===== src/rtl/fht_bank_loader.sv =====
// Writer side of the four-bank FHT data memory: streams N = 4*2^ADDR_BIT samples
// into the banks at bit-reversed positions so butterfly stage 0 reads them in order.
//
// state | meaning
// IDLE  | waiting for iSTART, no writes
// LOAD  | accepting samples, one bank write per accepted sample
// FLUSH | final write on the bus (oDONE high), back to IDLE next cycle
module fht_bank_loader #(
    parameter int D_BIT    = 17,
    parameter int ADDR_BIT = 8
) (
    input  logic                iCLK,
    input  logic                iRESET,
    input  logic                iSTART,
    input  logic [D_BIT-1:0]    iDATA,
    input  logic                iVALID,
    output logic                oREADY,
    output logic [3:0]          oWE,
    output logic [ADDR_BIT-1:0] oADDR,
    output logic [D_BIT-1:0]    oDATA,
    output logic                oBUSY,
    output logic                oDONE
);

    localparam int CNT_BIT = ADDR_BIT + 2;

    typedef enum logic [1:0] {
        IDLE  = 2'd0,
        LOAD  = 2'd1,
        FLUSH = 2'd2
    } state_t;

    state_t             state;
    logic [CNT_BIT-1:0] cnt;
    logic [CNT_BIT-1:0] rev;
    logic               accept;

    always_comb begin
        rev = '0;
        for (int k = 0; k < CNT_BIT; k++) begin
            rev[k] = cnt[CNT_BIT-1-k];
        end
    end

    assign oREADY = (state == LOAD);
    assign oBUSY  = (state != IDLE);
    assign accept = iVALID && (state == LOAD);

    always_ff @(posedge iCLK) begin
        if (!iRESET) begin
            state <= IDLE;
            cnt   <= '0;
            oWE   <= '0;
            oADDR <= '0;
            oDATA <= '0;
            oDONE <= 1'b0;
        end else begin
            oWE   <= '0;
            oDONE <= 1'b0;
            case (state)
                IDLE: begin
                    if (iSTART) begin
                        state <= LOAD;
                        cnt   <= '0;
                    end
                end
                LOAD: begin
                    if (accept) begin
                        // low two bits of the reversed index pick the bank
                        oWE   <= 4'b0001 << rev[1:0];
                        oADDR <= rev[CNT_BIT-1:2];
                        oDATA <= iDATA;
                        if (cnt == '1) begin
                            state <= FLUSH;
                            cnt   <= '0;
                            oDONE <= 1'b1;
                        end else begin
                            cnt <= cnt + 1'b1;
                        end
                    end
                end
                FLUSH: begin
                    state <= IDLE;
                end
                default: begin
                    state <= IDLE;
                end
            endcase
        end
    end

endmodule


===== config.mk =====
export PLATFORM = sky130hd
export DESIGN_NAME = fht_bank_loader
export DESIGN_NICKNAME = d
export VERILOG_FILES = /design/src/rtl/fht_bank_loader.sv
export SDC_FILE = /design/constraint.sdc
export NUM_CORES = 1
export LEC_CHECK = 0
export ABC_AREA = 1
export ABC_CLOCK_PERIOD_IN_PS = 1800
export BUFFER_PORTS_ARGS = -buffer_cell sky130_fd_sc_hd__buf_2
export CAP_MARGIN = 20
export CORE_ASPECT_RATIO = 1.1
export CORE_UTILIZATION = 50
export DETAILED_ROUTE_END_ITERATION = 6
export PLACE_DENSITY = 0.78
export SYNTH_ARGS = -nofsm -noshare
export SYNTH_HDL_FRONTEND = slang
export SYNTH_SLANG_ARGS = --single-unit

===== constraint.sdc =====
create_clock -name iCLK -period 1.8 [get_ports iCLK]
set_input_delay 0.18 -clock iCLK [delete_from_list [all_inputs] [get_ports iCLK]]
set_output_delay 0.18 -clock iCLK [all_outputs]
set_load 0.01 [all_outputs]

==> After elaboration in Yosys (flattened, before gate mapping) <==
Index checks and enable logic that the tools add are counted.
{ "op_classes": {"muxes": 9, "eq_ne": 5, "shifts": 1, "n_reduce_logical": 8, "addsub": 1} }
{ "ops": {"columns": ["op", "count"], "rows": [
  ["2-to-1 mux 10 bit", 3],
  ["case mux 10 bit (2 select lines)", 1],
  ["adder 10 x 1 -> 10 bit (second input constant)", 1],
  ["equality test 10 bit (second input constant)", 1],
  ["AND reduction 3 bit", 3],
  ["2-to-1 mux 2 bit", 3],
  ["inequality test 2 x 1 -> 1 bit (second input constant)", 2],
  ["case mux 2 bit (2 select lines)", 1],
  ["nonzero test 2 bit", 2],
  ["left shift 1 x 2 -> 4 bit (first input constant)", 1],
  ["equality test 2 x 1 -> 1 bit (second input constant)", 1],
  ["logical NOT 2 bit", 1],
  ["inequality test 2 bit (second input constant)", 1],
  ["AND reduction 2 bit", 1],
  ["logical AND 1 bit", 1],
  ["2-to-1 mux 1 bit", 1]
]} }
{ "word_totals": {"elab_cells": 30, "input_bits": 21, "ff_bits": 42} }

==> Longest topological paths before layout <==
{ "depth": {"ltp_word": 4, "ltp_mapped": 8} }

==> Worst setup path before layout <==
Ideal clock, no wire load.
{ "synth_path": {"kind": "register -> register", "startpoint": "reg cnt[0]", "endpoint": "reg cnt[2]", "t_arrival_ps": 1152, "required_time_ps": 1686, "stages_incl_launch_ff": 9, "period_less_slack_ps": 1266, "n_path_buf": 0, "path_slack_ps": 534, "path_cell_list": "dfxtp_1 ha_1 inv_1 nor2_4 nand3_1 nand2_1 nand2_2 nand2_4 nor2_1"} }
{ "synth_via": {"elab_chain_len": 4, "word_cells_on_any_way": 5} }
{ "synth_rtl": {"columns": ["element", "line", "rtl"], "rows": [
  ["from (decl)", "34", "logic [CNT_BIT-1:0] cnt;"],
  ["from (signal assigned)", "78", "cnt <= cnt + 1'b1;"],
  ["adder 10 x 1 -> 10 bit / equality test 10 bit (equally long branches)", "78, 73", null],
  ["2-to-1 mux 10 bit (*)", "73", "if (cnt == '1) begin"],
  ["2-to-1 mux 10 bit (*)", "68", "if (accept) begin"],
  ["case mux 10 bit (2 select lines) (*)", "60", "case (state)"]
]} }
Mark *: on every way between the ends. The rest lies on a longest branch, timed or not. The select of a mux whose other input is x is not followed.
A chain may end at the register's enable or synchronous reset.

==> Worst setup path after layout <==
Ends and elaborated chain as after synthesis.

==> metrics <==
status finished with violations; failing checks design-rule violations; CP bufs+invs 1; unrepaired setup endpoints after global routing no; Post-CTS Setup Repair Bufs 0; critical path fanouts, max 6; CTS Buf Count 5; DR WL/cell 10.9 µm; critical path class reg -> reg; CP Launch Type register; grt total ovfl 0; Max Clock Skew 0.00589 ns; DRT iter0 DRCs 62; fillers 306; routability cong. 0.773; Yosys reg bits 42; antenna violations before repair 0; Worst path max stage delay 0.41 ns; post-synthesis sequential area ratio 49.8%; Post-synth EDFFs 0; worst hold path class in -> reg; post-cts resize count 0; crit path DAT 1.69 ns; die width 57.4 µm; root buffer cell clkbuf_4; IO Pins 53; Die ar. 3610 µm²; Tot Pwr 1.75 mW; Critical Path Slowest Stage Cell dfxtp_1; Worst Setup SP cnt[0]$_SDFFE_PN0P_; Post-DP HPWL 2.34 mm; DRC Markers 6; largest net degree at the start of global routing 29; final setup fails 0; ys flop type dfxtp_1; Die Y 63.0 µm; layout cells sized above 1 28.0%; leading area contributor after synthesis dfxtp_1; Nets 292; Setup TNS 0 ns; Worst-Margin Slew 0.439 ns; cell row count 21; post-synthesis cell type count 26; Worst slew margin 70.7%; antenna viol nets, final 0; post-route minimum period 1.43 ns; delay-heaviest family, CP simple AND/OR/NAND/NOR gates; RR Startpoint cnt[0]$_SDFFE_PN0P_; Clock transition at path regs 0.12 ns; number of clock sinks 42; Final Hold Viols 0; Leak 0.934 nW; cell count after synthesis 217; Worst Path Required 2.06 ns; drt pass-1 iters 6; yosys warns 0; I/O Buffers 52; Cell Chain, Critical Path ha_1, inv_1, nor2_4, nand3_1, nand2_1, nand2_2, nand2_4, nor2_1; Post-CTS Hold Buffers 0; first-pass GRT wire length 5.82 mm; initial core utilization 54.0%; fmax 0.700 GHz; ant diodes 0; CTS tree yes; maxcap violations 0; Synth area leaders dfxtp_1, nand2_1, a21oi_1; share of the synthesized area in the top cell type 49.8%; syn nets 239; Slew Limit Fails 0; Layout area overhead 20.2%; H-Tree Depth 2; Worst setup EP type register; vias in the first global route 1380; maximum vdd drop 0.000507 V; Avg Inst Size Synth 7.78 µm²; final worst-path cycle share 79.4%; Longest Clk Path Bufs 2; core area 3130 µm²; Routed WL 3.31 mm; Power per Cell Area 862 nW/µm²; DR vias/cell 4.92; clk_lat worst skew 0.35 ns; critical hold path startpoint iDATA[14]; via count 1501; Mapped Area 1690 µm²; total track usage 20.9%; Async SR Flop Fraction 0%
-- area by class of cell --
cell class | count | area [µm²] | share of cell area [%]
flip-flops and latches | 42 | 841 | 41.4
multi-input cells | 147 | 719 | 35.4
repair buffers | 53 | 268 | 13.2
inverters | 21 | 81.3 | 4.00
well taps | 34 | 42.5 | 2.09
clock buffers | 6 | 41.3 | 2.03
clock inverters | 2 | 37.5 | 1.85
-- synthesized netlist by cell type (2+ instances only) --
cell      instances
nand2_2           3
nor2_2            5
nand3_2           2
nor2_1           11
nand4_1           4
nand3_1           7
nand2_1          69
nor3_1            3
dfxtp_1          42
a21oi_1          29
nand2_4           2
inv_1            19
buf_2             2
xor2_1            4
buf_4             2
o21ai_0           2
clkbuf_1          2
-- kinds of logic (layout without fill, tap and decap cells) --
| kind of cell | Yosys count | in the layout | share of synthesized area, % |
|---|---|---|---|
| adder cells (fa/ha/maj) | 1 | 1 | 0.741 |
| XOR/XNOR | 4 | 4 | 2.07 |
| buffers and inverters | 28 | 82 | 7.63 |
| flip-flops | 42 | 42 | 49.8 |
| AO/OA/AOI/OAI | 33 | 33 | 10.0 |
| AND/OR/NAND/NOR | 109 | 109 | 29.8 |
-- report_power, final --
part	leakage (nW)	switching (mW)	internal, mW	total [mW]
Clock	0.0385	0.295	0.293	0.588
Combinational	0.555	0.118	0.0700	0.188
Sequential	0.341	0.0162	0.957	0.974
-- state kept, by name, indices dropped and copies added, names as in the netlist --
| name | flops |
|---|---|
| oDATA | 17 |
| cnt | 10 |
| oADDR | 8 |
| oWE | 4 |
| state | 2 |
| oDONE | 1 |
-- worst min-delay path, stage by stage --
cell and delay, ns:
buf_2 0.09, nand2_1 0.05, a21oi_1 0.05
-- path summary, 6_finish.rpt --
check / end / slack [ns] / cells after the start
max: cnt[2]$_SDFFE_PN0P_ / 0.37 / 8
min: oDATA[14]$_SDFFE_PN0P_ / 0.06 / 3
max reg2reg: cnt[2]$_SDFFE_PN0P_ / 0.37 / 8
min reg2reg: oDATA[5]$_SDFFE_PN0P_ / 0.47 / 2
-- placed cells by master, fill, tap and decap left out --
master,netlist,routed
a21oi_1,29,29
nand3_2,2,2
nand4_1,4,4
inv_4,1,1
o21bai_1,1,1
nand3_1,7,7
ha_1,1,1
nand2_4,2,2
clkinvlp_4,0,1
o21ai_0,2,2
and3_1,1,1
nor2_1,11,11
xor2_1,4,4
nor2_4,1,1
buf_2,2,52
buf_4,2,1
a31oi_1,1,1
clkbuf_4,0,5
inv_1,19,19
bufinv_16,0,1
nor3_1,3,3
clkbuf_1,2,1
nand2_1,69,69
nand3_4,1,1
dfxtp_1,42,42
nand2_2,3,3
nor2_2,5,5
inv_2,1,1
-- layer usage --
metal | vias up | track usage (%) | part of all wire [%]
met2 | 31 | 33.1 | 45
met1 | 670 | 25.7 | 48
met4 | 0 | 9.15 | 2.1
met5 | - | 0 | 0
li1 | 796 | - | -
met3 | 4 | 6.42 | 4.7
-- through the flow --
stage / instance area (µm²) / cells / hold slack, ns / worst slack (ns) / utilization, %
after floorplan: 1690 / 217 / 0.318 / 0.534 / -
after global placement: 1950 / 297 / 0.431 / 0.447 / 62.4
after detailed placement: 1950 / 297 / 0.435 / 0.381 / 62.4
after CTS: 2030 / 305 / 0.0400 / 0.370 / 64.9
after global routing: 2030 / 305 / 0.0429 / 0.194 / 64.9
final: 2030 / 305 / 0.0558 / 0.371 / 64.9
(Power assumes the default switching activity.)
